**config.mk**
```make
export PLATFORM = sky130hd
export DESIGN_NAME = countdown_timer
export DESIGN_NICKNAME = d
export VERILOG_FILES = /design/src/rtl/timer_pkg.sv /design/src/rtl/reg_rst_en.sv /design/src/rtl/countdown_timer.sv
export SDC_FILE = /design/constraint.sdc
export NUM_CORES = 1
export LEC_CHECK = 0
export BUFFER_PORTS_ARGS = -buffer_cell sky130_fd_sc_hd__buf_2
export CORE_UTILIZATION = 51
export CTS_CLUSTER_DIAMETER = 100
export DETAILED_ROUTE_END_ITERATION = 8
export PLACE_DENSITY = 0.85
export SYNTH_ARGS = -nofsm -noshare
export SYNTH_HDL_FRONTEND = slang
export SYNTH_SLANG_ARGS = --single-unit
```
**constraint.sdc**
```tcl
create_clock -name clk -period 4 [get_ports clk]
set_clock_uncertainty 0.15 [all_clocks]
set_input_delay 0.4 -clock clk [delete_from_list [all_inputs] [get_ports clk]]
set_output_delay 0.4 -clock clk [all_outputs]
set_load 0.02 [all_outputs]
```
**src/rtl/timer_pkg.sv**
```systemverilog
// Shared types for the countdown timer: FSM state encoding and its width.
package timer_pkg;

    localparam int STATE_W = 2;

    typedef enum logic [STATE_W-1:0] {
        IDLE  = 2'd0,
        COUNT = 2'd1,
        DONE  = 2'd2
    } state_e;

endpackage : timer_pkg

```
**src/rtl/reg_rst_en.sv**
```systemverilog
// Multi-bit register with synchronous active-high reset and load enable;
// reset wins over enable.
module reg_rst_en #(
    parameter int              nbits   = 8,
    parameter logic [nbits-1:0] RST_VAL = '0
) (
    input  logic             clk,
    input  logic             rst,
    input  logic             en_i,
    input  logic [nbits-1:0] d_i,
    output logic [nbits-1:0] q_o
);

    logic [nbits-1:0] q_q;

    always_ff @(posedge clk) begin
        if (rst) begin
            q_q <= RST_VAL;
        end else if (en_i) begin
            q_q <= d_i;
        end
    end

    assign q_o = q_q;

endmodule : reg_rst_en

```
**src/rtl/countdown_timer.sv**
```systemverilog
// Programmable down-counter; its one-cycle done pulse enables the downstream
// register bank. Moore outputs decode directly from the state register.
module countdown_timer
    import timer_pkg::*;
#(
    parameter int nbits = 8
) (
    input  logic             clk,
    input  logic             rst,
    input  logic             start,
    input  logic [nbits-1:0] load_val,
    input  logic             en,
    output logic [nbits-1:0] count,
    output logic             busy,
    output logic             done
);

    state_e             state_q;
    state_e             state_d;
    logic [STATE_W-1:0] state_raw_q;
    logic [nbits-1:0]   count_q;
    logic [nbits-1:0]   count_d;
    logic               count_we;

    // Decrement floored at zero; the FSM leaves COUNT on the 1->0 step, so
    // the floor only guards against an illegal encoding.
    function automatic logic [nbits-1:0] dec_floor(input logic [nbits-1:0] v);
        return (v == '0) ? '0 : v - nbits'(1);
    endfunction

    reg_rst_en #(
        .nbits   (STATE_W),
        .RST_VAL (STATE_W'(IDLE))
    ) u_state_reg (
        .clk  (clk),
        .rst  (rst),
        .en_i (1'b1),
        .d_i  (state_d),
        .q_o  (state_raw_q)
    );

    assign state_q = state_e'(state_raw_q);

    reg_rst_en #(
        .nbits   (nbits),
        .RST_VAL ('0)
    ) u_count_reg (
        .clk  (clk),
        .rst  (rst),
        .en_i (count_we),
        .d_i  (count_d),
        .q_o  (count_q)
    );

    always_comb begin
        state_d  = state_q;
        count_d  = count_q;
        count_we = 1'b0;
        unique case (state_q)
            IDLE, DONE: begin
                // load_val is only looked at when start is accepted
                if (start) begin
                    count_we = 1'b1;
                    count_d  = load_val;
                    state_d  = (load_val == '0) ? DONE : COUNT;
                end else if (state_q == DONE) begin
                    count_we = 1'b1;
                    count_d  = '0;
                    state_d  = IDLE;
                end
            end
            COUNT: begin
                if (en) begin
                    count_we = 1'b1;
                    count_d  = dec_floor(count_q);
                    if (count_q <= nbits'(1)) begin
                        state_d = DONE;
                    end
                end
            end
            default: begin
                count_we = 1'b1;
                count_d  = '0;
                state_d  = IDLE;
            end
        endcase
    end

    assign count = count_q;
    assign busy  = (state_q == COUNT);
    assign done  = (state_q == DONE);

endmodule : countdown_timer

```
==> impl_metrics.json, run 1 <==
{
  "fp.dieW_um": 38.13,
  "setup_violations": 0,
  "violations": "DRC",
  "place.gp.congestion": 0.8653,
  "cts_setup_buffers": 0,
  "top_layer": "met3",
  "crit_required_ns": 4.02,
  "syn-num-nets": 100,
  "grt_pass1_vias": 651,
  "swShare_pct": 35.41,
  "rr_endpoint": "u_count_reg.q_o[7]$_SDFFE_PP0P_",
  "core_region_area_um2": 1156,
  "rr_worst_depth": 4,
  "drt-pass1-iter-count": 6,
  "grt_overflow": 0,
  "rsz0062_at_grt": "no",
  "path_clk_slew_ns": 0.08,
  "drc": 1,
  "final.period_utilization_pct": 57.82,
  "die_h_um": 38.13,
  "clk_path_buf_depth": 2,
  "multiInputGateArea_um2": 431.7,
  "place_ws_ns": 1.707,
  "leakage_uw": 0.0003560,
  "endpoint": "u_count_reg.q_o[7]$_SDFFE_PP0P_",
  "power_frac_clock_pct": 28.4,
  "netlist_area_um2": 665.6,
  "fin_ws_ns": 1.687,
  "dieArea_um2": 1454,
  "ys_ff_latch": 10,
  "synth.cells.most_frequent": "dfxtp_1, nand2_1, nor2_1, nor3_1, inv_1",
  "cts_htree_levels": 1,
  "synth.distinct_cells": 31,
  "clkSinkCount": 10,
  "drive_above_1_share_pct": 24.30,
  "max_slew_margin_pct": 41.51,
  "async_reset_ff_share_pct": 0,
  "internal_power_uw": 211.2,
  "maxCapViolations": 0,
  "drt-met1-wl_um": 767,
  "fin_crit_ns": 2.313,
  "clkLatencyLatePin_ns": 0.26,
  "end_kind": "register",
  "timing.reg2reg.setup_slack_ns": 1.69,
  "grt_use_total_pct": 28.03,
  "wl_per_cell_um": 14.51,
  "worstPathArrival_ns": 2.33,
  "crit_fanout": 6,
  "maxSlewViolCount": 0,
  "p_sw_uw": 115.8,
  "synth.area.top_cells": "dfxtp_1, a222oi_1, ha_1",
  "pin_count": 22,
  "vias": 741,
  "yosysSeqAreaShare_pct": 30.08,
  "drtAntennaViolNets": 0,
  "worst_pin_slew_ns": 0.8755,
  "area_growth_pct": 22.18,
  "synth-edff-count": 0,
  "ys.flop_type": "dfxtp_1",
  "final_nets": 123,
  "pwr-share-seq_pct": 37.3,
  "hold_viol_final": 0,
  "wl_met2_um": 836,
  "grt_pass1_wl_um": 2787,
  "fmax_mhz": 432.4,
  "status": "finished, violations left",
  "cts_tree": "yes",
  "viasPerCell": 6.124,
  "fillerInstances": 94,
  "critical_path_class": "register to register",
  "portBuffers": 21,
  "wl_met3_um": 151,
  "hold_depth": 2,
  "combPwrFrac_pct": 34.2,
  "seq_area_um2": 200.2,
  "cts_resized": 0,
  "rows": 12,
  "diodes": 0,
  "routed_wl_um": 1756,
  "antenna_found_initial": 0,
  "start_util_pct": 57.58,
  "dp_hpwl_um": 1338,
  "avgSynthCellArea_um2": 7.831,
  "crit_path_start_kind": "register",
  "dr.first_iter.drc_count": 45,
  "yosysMostFrequentCell": "dfxtp_1",
  "synth_top_area_share_pct": 30.08,
  "cts_buffers": 3,
  "cts-root-buf": "clkbuf_4",
  "cp-startpoint": "u_count_reg.q_o[0]$_SDFFE_PP0P_",
  "rr_startpoint": "u_count_reg.q_o[0]$_SDFFE_PP0P_",
  "vdd_drop_max_mv": 0.2250,
  "yosysTopAreaCell": "dfxtp_1",
  "yosys_warnings": 0,
  "syn_inst": 85,
  "power.total_uw": 327.1,
  "p_per_area_nw_per_um2": 402.1,
  "hold_buffers": 0,
  "hp-class": "primary input to register",
  "grt_max_degree": 14,
  "tns_ns": 0
}
==> metal layers <==
layer  vias to the layer above  GRT usage (%)
li1                        372              -
met1                       331          35.38
met2                        38          46.61
met3                         0          6.395
met4                         0          8.929
met5                         -              0
==> sequential cells by signal, indices dropped and copies added (netlist names) <==
| signal | cells |
|---|---|
| u_count_reg.q_o | 8 |
| u_state_reg.q_o | 2 |
==> area by class of cell <==
class	count	area share (%)
inverters	6	2.769
multi-input cells	66	53.08
well taps	14	2.154
repair buffers	21	12.92
clock buffers	4	4.462
flip-flops and latches	10	24.62
==> placed cells by master, fill, tap and decap left out, types with 4 or more instances in the layout <==
cell,synthesis,final
dfxtp_1,10,10
nor2_1,7,7
inv_1,6,6
a21oi_1,4,4
a22oi_1,4,4
a222oi_1,4,4
buf_2,0,21
nand2_1,7,7
nor3_1,7,7
==> worst max-delay path, stage by stage (launching register included) <==
cell and delay (ns):
dfxtp_1 0.36, or4_1 0.55, or4_1 0.43, or4_1 0.47, a211oi_1 0.26
==> power by group through the flow <==
stage	clock (uW)	sequential, uW	combinational [uW]
finish	93.0	122	112
global route	99.5	124	124
CTS	94.2	122	112
detailed placement	0	124	111
global placement	0	123	108
floorplan	0	129	74.1
==> cell families after synthesis <==
kind of cell / synth area share (%)
muxes: 1.504
DFF: 30.07
buffers and inverters: 5.075
AOI/OAI and AO/OA: 29.70
xor gates and xnor gates: 2.632
and+or+nand+nor: 25.38
adders and majority gates: 5.640
==> worst min path at each step <==
stage / from / to / slack, ns
global route: rst / u_state_reg.q_o[0]$_SDFFE_PP0P_ / 0.28
global placement: u_count_reg.q_o[7]$_SDFFE_PP0P_ / u_count_reg.q_o[7]$_SDFFE_PP0P_ / 0.39
CTS: rst / u_state_reg.q_o[1]$_SDFFE_PP0P_ / 0.25
floorplan: load_val[1] / u_count_reg.q_o[1]$_SDFFE_PP0P_ / 0.42
detailed placement: u_count_reg.q_o[7]$_SDFFE_PP0P_ / u_count_reg.q_o[7]$_SDFFE_PP0P_ / 0.42
finish: rst / u_count_reg.q_o[0]$_SDFFE_PP0P_ / 0.26
==> per-stage QoR <==
step / hold WS, ns / instance area, um^2 / util (%) / instances
after floorplan: 0.4242 / 665.6 / - / 85
after global placement: 0.3872 / 777.0 / 67.21 / 117
after detailed placement: 0.4157 / 777.0 / 67.21 / 117
after CTS: 0.2530 / 813.3 / 70.35 / 121
after global routing: 0.2755 / 813.3 / 70.35 / 121
final: 0.2560 / 813.3 / 70.35 / 121
(Power assumes the default switching activity.)
==> run 2: changes to the inputs <==
Settings changed: CORE_UTILIZATION 51 to 48, PLACE_DENSITY 0.85 to 0.81.
Clock period 4 ns to 2.4 ns, I/O delays scaled along.
==> run 2 against run 1 <==
The flow now finishes without violations. Wire length is 9.1% higher. Flip-flop and latch count stayed put. Sequential power is 63% higher.
==> impl_metrics.json, run 2 (synthesized netlist as in run 1, its figures left out) <==
{
  "path_cells": "or4_1, or4_1, or4_1, a211oi_1",
  "routed_wl_um": 1916,
  "setup_violations": 0,
  "cts-root-buf": "clkbuf_4",
  "crit_path_frequent_cell": "or4_1",
  "drtAntennaViolNets": 0,
  "slowest_delay_ns": 0.52,
  "p_per_area_nw_per_um2": 668.9,
  "pin_count": 22,
  "clk_path_buf_depth": 2,
  "worst_pin_slew_ns": 0.9212,
  "hp-class": "primary input to register",
  "drt-pass1-iter-count": 5,
  "area_growth_pct": 26.88,
  "fillerInstances": 125,
  "tns_ns": 0,
  "grt_max_degree": 14,
  "pwr-share-seq_pct": 35.2,
  "max_slew_margin_pct": 38.46,
  "crit_fanout": 5,
  "viasPerCell": 6.310,
  "place.gp.congestion": 0.8556,
  "largest_reg_flops": 8,
  "hold_viol_final": 0,
  "mostFrequentLayoutCells": "buf_2, dfxtp_1, nor2_1, nand2_1, nor3_1",
  "cts_resized": 0,
  "hold_buffers": 0,
  "cts_tree": "yes",
  "end_kind": "register",
  "leakage_uw": 0.0003761,
  "final_nets": 127,
  "fmax_mhz": 449.2,
  "crit_path_start_kind": "register",
  "fin_ws_ns": 0.1737,
  "crit_family": "simple AND/OR/NAND/NOR gates",
  "combPwrFrac_pct": 35.8,
  "wl_per_cell_um": 15.21,
  "cts_setup_buffers": 0,
  "dp_hpwl_um": 1376,
  "grt_use_total_pct": 29.68,
  "start_util_pct": 51.15,
  "cts_buffers": 3,
  "grt_pass1_wl_um": 2994,
  "crit_required_ns": 2.45,
  "maxSlewViolCount": 0,
  "layout_commonest_cell": "buf_2",
  "diodes": 0,
  "grt_overflow": 0,
  "internal_power_uw": 361.0,
  "path_buf_inv": 0,
  "maxCapViolations": 0,
  "rows": 13,
  "drive_above_1_share_pct": 27.03,
  "cp_slowest_cell": "or4_1",
  "fp.dieW_um": 39.24,
  "fin_crit_ns": 2.226,
  "place_ws_ns": 0.1901,
  "portBuffers": 21,
  "core_region_area_um2": 1301,
  "grt_pass1_vias": 666,
  "antenna_found_initial": 0,
  "fin_util_pct": 64.90,
  "cts_htree_levels": 1,
  "final.period_utilization_pct": 92.76,
  "die_h_um": 39.24,
  "dr.first_iter.drc_count": 42,
  "rsz0062_at_grt": "no",
  "critical_path_class": "register to register",
  "p_sw_uw": 203.9,
  "drc": 0,
  "power.total_uw": 564.9,
  "clkLatencyLatePin_ns": 0.28,
  "dieArea_um2": 1540,
  "worstPathArrival_ns": 2.28,
  "vias": 795,
  "clkSinkCount": 10,
  "vdd_drop_max_mv": 0.3142,
  "path_clk_slew_ns": 0.07,
  "swShare_pct": 36.09,
  "status": "finished clean",
  "power_frac_clock_pct": 28.9
}
## run 2: through the flow
| step | instance area, um^2 | cells | hold slack (ns) |
|---|---|---|---|
| 6_report | 844.6 | 126 | 0.08133 |
| 3_5_place_dp | 808.3 | 122 | 0.3754 |
| 4_1_cts | 844.6 | 126 | 0.08443 |
| 2_1_floorplan | 665.6 | 85 | 0.2642 |
| 5_1_grt | 844.6 | 126 | 0.1093 |
| 3_3_place_gp | 808.3 | 122 | 0.3731 |
## run 2: final timing paths
| kind | start | endpoint | slack (ns) | cells past startpoint |
|---|---|---|---|---|
| worst max-delay path | u_count_reg.q_o[1]$_SDFFE_PP0P_ | u_count_reg.q_o[7]$_SDFFE_PP0P_ | 0.17 | 4 |
| worst min-delay path | rst | u_count_reg.q_o[0]$_SDFFE_PP0P_ | 0.08 | 2 |
| worst max register to register | u_count_reg.q_o[1]$_SDFFE_PP0P_ | u_count_reg.q_o[7]$_SDFFE_PP0P_ | 0.17 | 4 |
| worst min register to register | u_count_reg.q_o[7]$_SDFFE_PP0P_ | u_count_reg.q_o[7]$_SDFFE_PP0P_ | 0.41 | 2 |
## run 2: power groups by stage
stage / Clock (uW) / Combinational, uW / Sequential [uW]
global route: 167 / 222 / 202
finish: 163 / 202 / 199
CTS: 161 / 200 / 199
floorplan: 0 / 123 / 216
global placement: 0 / 196 / 201
detailed placement: 0 / 198 / 203
## run 2: area by class of cell
cell class                      count  area (um^2)  area share (%)
Clock buffer                        4        36.28           4.296
Inverter                            6        22.52           2.667
Multi-Input combinational cell     66        431.7           51.11
Sequential cell                    10        200.2           23.70
Tap cell                           15        18.77           2.222
Timing Repair Buffer               25        135.1           16.00
## run 2: layer usage
metal  track usage, %  routed length, um  vias up
li1                 -                  -      380
met1            38.28                802      367
met2            47.50                929       43
met3            3.468                142        5
met4            15.52                 42        0
met5                0                  0        -
==> run 3: changes to the inputs <==
Settings changed: CAP_MARGIN set to 10, MAX_ROUTING_LAYER set to met4.
==> run 3 against run 2 <==
Critical endpoint unchanged. Worst setup slack worse by 0.0077 ns. First-iteration DRC count shrank 12%. Final area stayed put. Utilization is the same. Critical path depth is the same. Final cell count stayed put. Power is 0.67% lower. Wire length shrank 0.78%. Global-route usage rose by 0.72 points. Die area unchanged. Combinational power about the same.
==> impl_metrics.json, run 3 (synthesized netlist as in run 1, its figures left out) <==
{
  "rsz0062_at_grt": "no",
  "crit_family": "simple AND/OR/NAND/NOR gates",
  "cp_slowest_cell": "or4_1",
  "cts_resized": 0,
  "clk_path_buf_depth": 2,
  "dr.first_iter.drc_count": 37,
  "status": "finished clean",
  "cts_setup_buffers": 0,
  "crit_path_frequent_cell": "or4_1",
  "dp_hpwl_um": 1376,
  "maxSlewViolCount": 0,
  "cts_buffers": 3,
  "end_kind": "register",
  "critical_path_class": "register to register",
  "leakage_uw": 0.0003761,
  "vdd_drop_max_mv": 0.3116,
  "pin_count": 22,
  "crit_fanout": 5,
  "power.total_uw": 561.1,
  "clkSinkCount": 10,
  "path_buf_inv": 0,
  "dieArea_um2": 1540,
  "mostFrequentLayoutCells": "buf_2, dfxtp_1, nor2_1, nand2_1, nor3_1",
  "drc": 0,
  "largest_reg_flops": 8,
  "drt-pass1-iter-count": 4,
  "tns_ns": 0,
  "worst_pin_slew_ns": 0.8990,
  "wl_per_cell_um": 15.09,
  "core_region_area_um2": 1301,
  "place.gp.congestion": 0.8693,
  "setup_violations": 0,
  "viasPerCell": 6.206,
  "drtAntennaViolNets": 0,
  "max_slew_margin_pct": 39.95,
  "portBuffers": 21,
  "start_util_pct": 51.15,
  "final_nets": 127,
  "cts_tree": "yes",
  "cts-root-buf": "clkbuf_4",
  "layout_commonest_cell": "buf_2",
  "grt_pass1_vias": 670,
  "grt_max_degree": 14,
  "final.period_utilization_pct": 93.09,
  "hold_depth": 2,
  "crit_required_ns": 2.45,
  "grt_overflow": 0,
  "antenna_found_initial": 0,
  "hold_viol_final": 0,
  "routed_wl_um": 1901,
  "rr_startpoint": "u_count_reg.q_o[1]$_SDFFE_PP0P_",
  "grt_use_total_pct": 30.40,
  "maxCapViolations": 0,
  "fmax_mhz": 447.6,
  "rows": 13,
  "fillerInstances": 125,
  "drive_above_1_share_pct": 27.03,
  "hp-start": "rst",
  "hp-class": "primary input to register",
  "diodes": 0,
  "crit_path_start_kind": "register",
  "path_cells": "or4_1, or4_1, or4_1, a211oi_1",
  "fin_crit_ns": 2.234,
  "fp.dieW_um": 39.24,
  "timing.reg2reg.setup_slack_ns": 0.17,
  "area_growth_pct": 26.88,
  "p_per_area_nw_per_um2": 664.4,
  "path_clk_slew_ns": 0.07,
  "hold_buffers": 0,
  "rr_endpoint": "u_count_reg.q_o[7]$_SDFFE_PP0P_",
  "worstPathArrival_ns": 2.28,
  "clkLatencyLatePin_ns": 0.28,
  "cts_htree_levels": 1,
  "vias": 782,
  "die_h_um": 39.24,
  "whs_endpoint": "u_count_reg.q_o[0]$_SDFFE_PP0P_",
  "rr_worst_depth": 4,
  "slowest_delay_ns": 0.53,
  "grt_pass1_wl_um": 2987
}
[run 3: how the worst max path moves through the flow]
stage	startpoint	endpoint	slack [ns]	depth (start not counted)
floorplan	u_count_reg.q_o[0]$_SDFFE_PP0P_	u_count_reg.q_o[7]$_SDFFE_PP0P_	0.14	4
global placement	u_count_reg.q_o[1]$_SDFFE_PP0P_	u_count_reg.q_o[7]$_SDFFE_PP0P_	0.23	4
detailed placement	u_count_reg.q_o[1]$_SDFFE_PP0P_	u_count_reg.q_o[7]$_SDFFE_PP0P_	0.19	4
CTS	u_count_reg.q_o[1]$_SDFFE_PP0P_	u_count_reg.q_o[7]$_SDFFE_PP0P_	0.17	4
global route	u_count_reg.q_o[1]$_SDFFE_PP0P_	u_count_reg.q_o[7]$_SDFFE_PP0P_	0.07	4
finish	u_count_reg.q_o[1]$_SDFFE_PP0P_	u_count_reg.q_o[7]$_SDFFE_PP0P_	0.17	4
[run 3: per-stage QoR]
stage	hold WS (ns)	cells	area, um^2	worst slack [ns]	utilization, %
6_report	0.09045	126	844.6	0.1659	64.90
5_1_grt	0.1093	126	844.6	0.06741	64.90
4_1_cts	0.08443	126	844.6	0.1698	64.90
3_5_place_dp	0.3754	122	808.3	0.1901	62.12
3_3_place_gp	0.3731	122	808.3	0.2281	62.12
2_1_floorplan	0.2642	85	665.6	0.1434	-
[run 3: final cells by class]
cell class,count,area (um^2),area share [%]
clock buffers,4,36.28,4.296
inverters,6,22.52,2.667
repair buffers,25,135.1,16.00
multi-input cells,66,431.7,51.11
flip-flops and latches,10,200.2,23.70
well taps,15,18.77,2.222
[run 3: per-layer routing]
metal | part of all wire (%) | wire length, um | track usage, %
met1 | 43 | 820 | 37.59
met2 | 49 | 924 | 48.33
met3 | 6.2 | 117 | 3.468
met4 | 2.1 | 40 | 15.52
met5 | 0 | 0 | -
[run 3: power by group]
part / total, uW / switching (uW) / internal (uW)
clock: 160 / 67.5 / 92.4
sequential: 199 / 18.9 / 180
combinational: 202 / 114 / 88.2
total: 561 / 200 / 361
[run 3: worst register-to-register path: stages (launching register included)]
cell and delay [ns]:
dfxtp_1 0.34, or4_1 0.53, or4_1 0.43, or4_1 0.48, a211oi_1 0.23
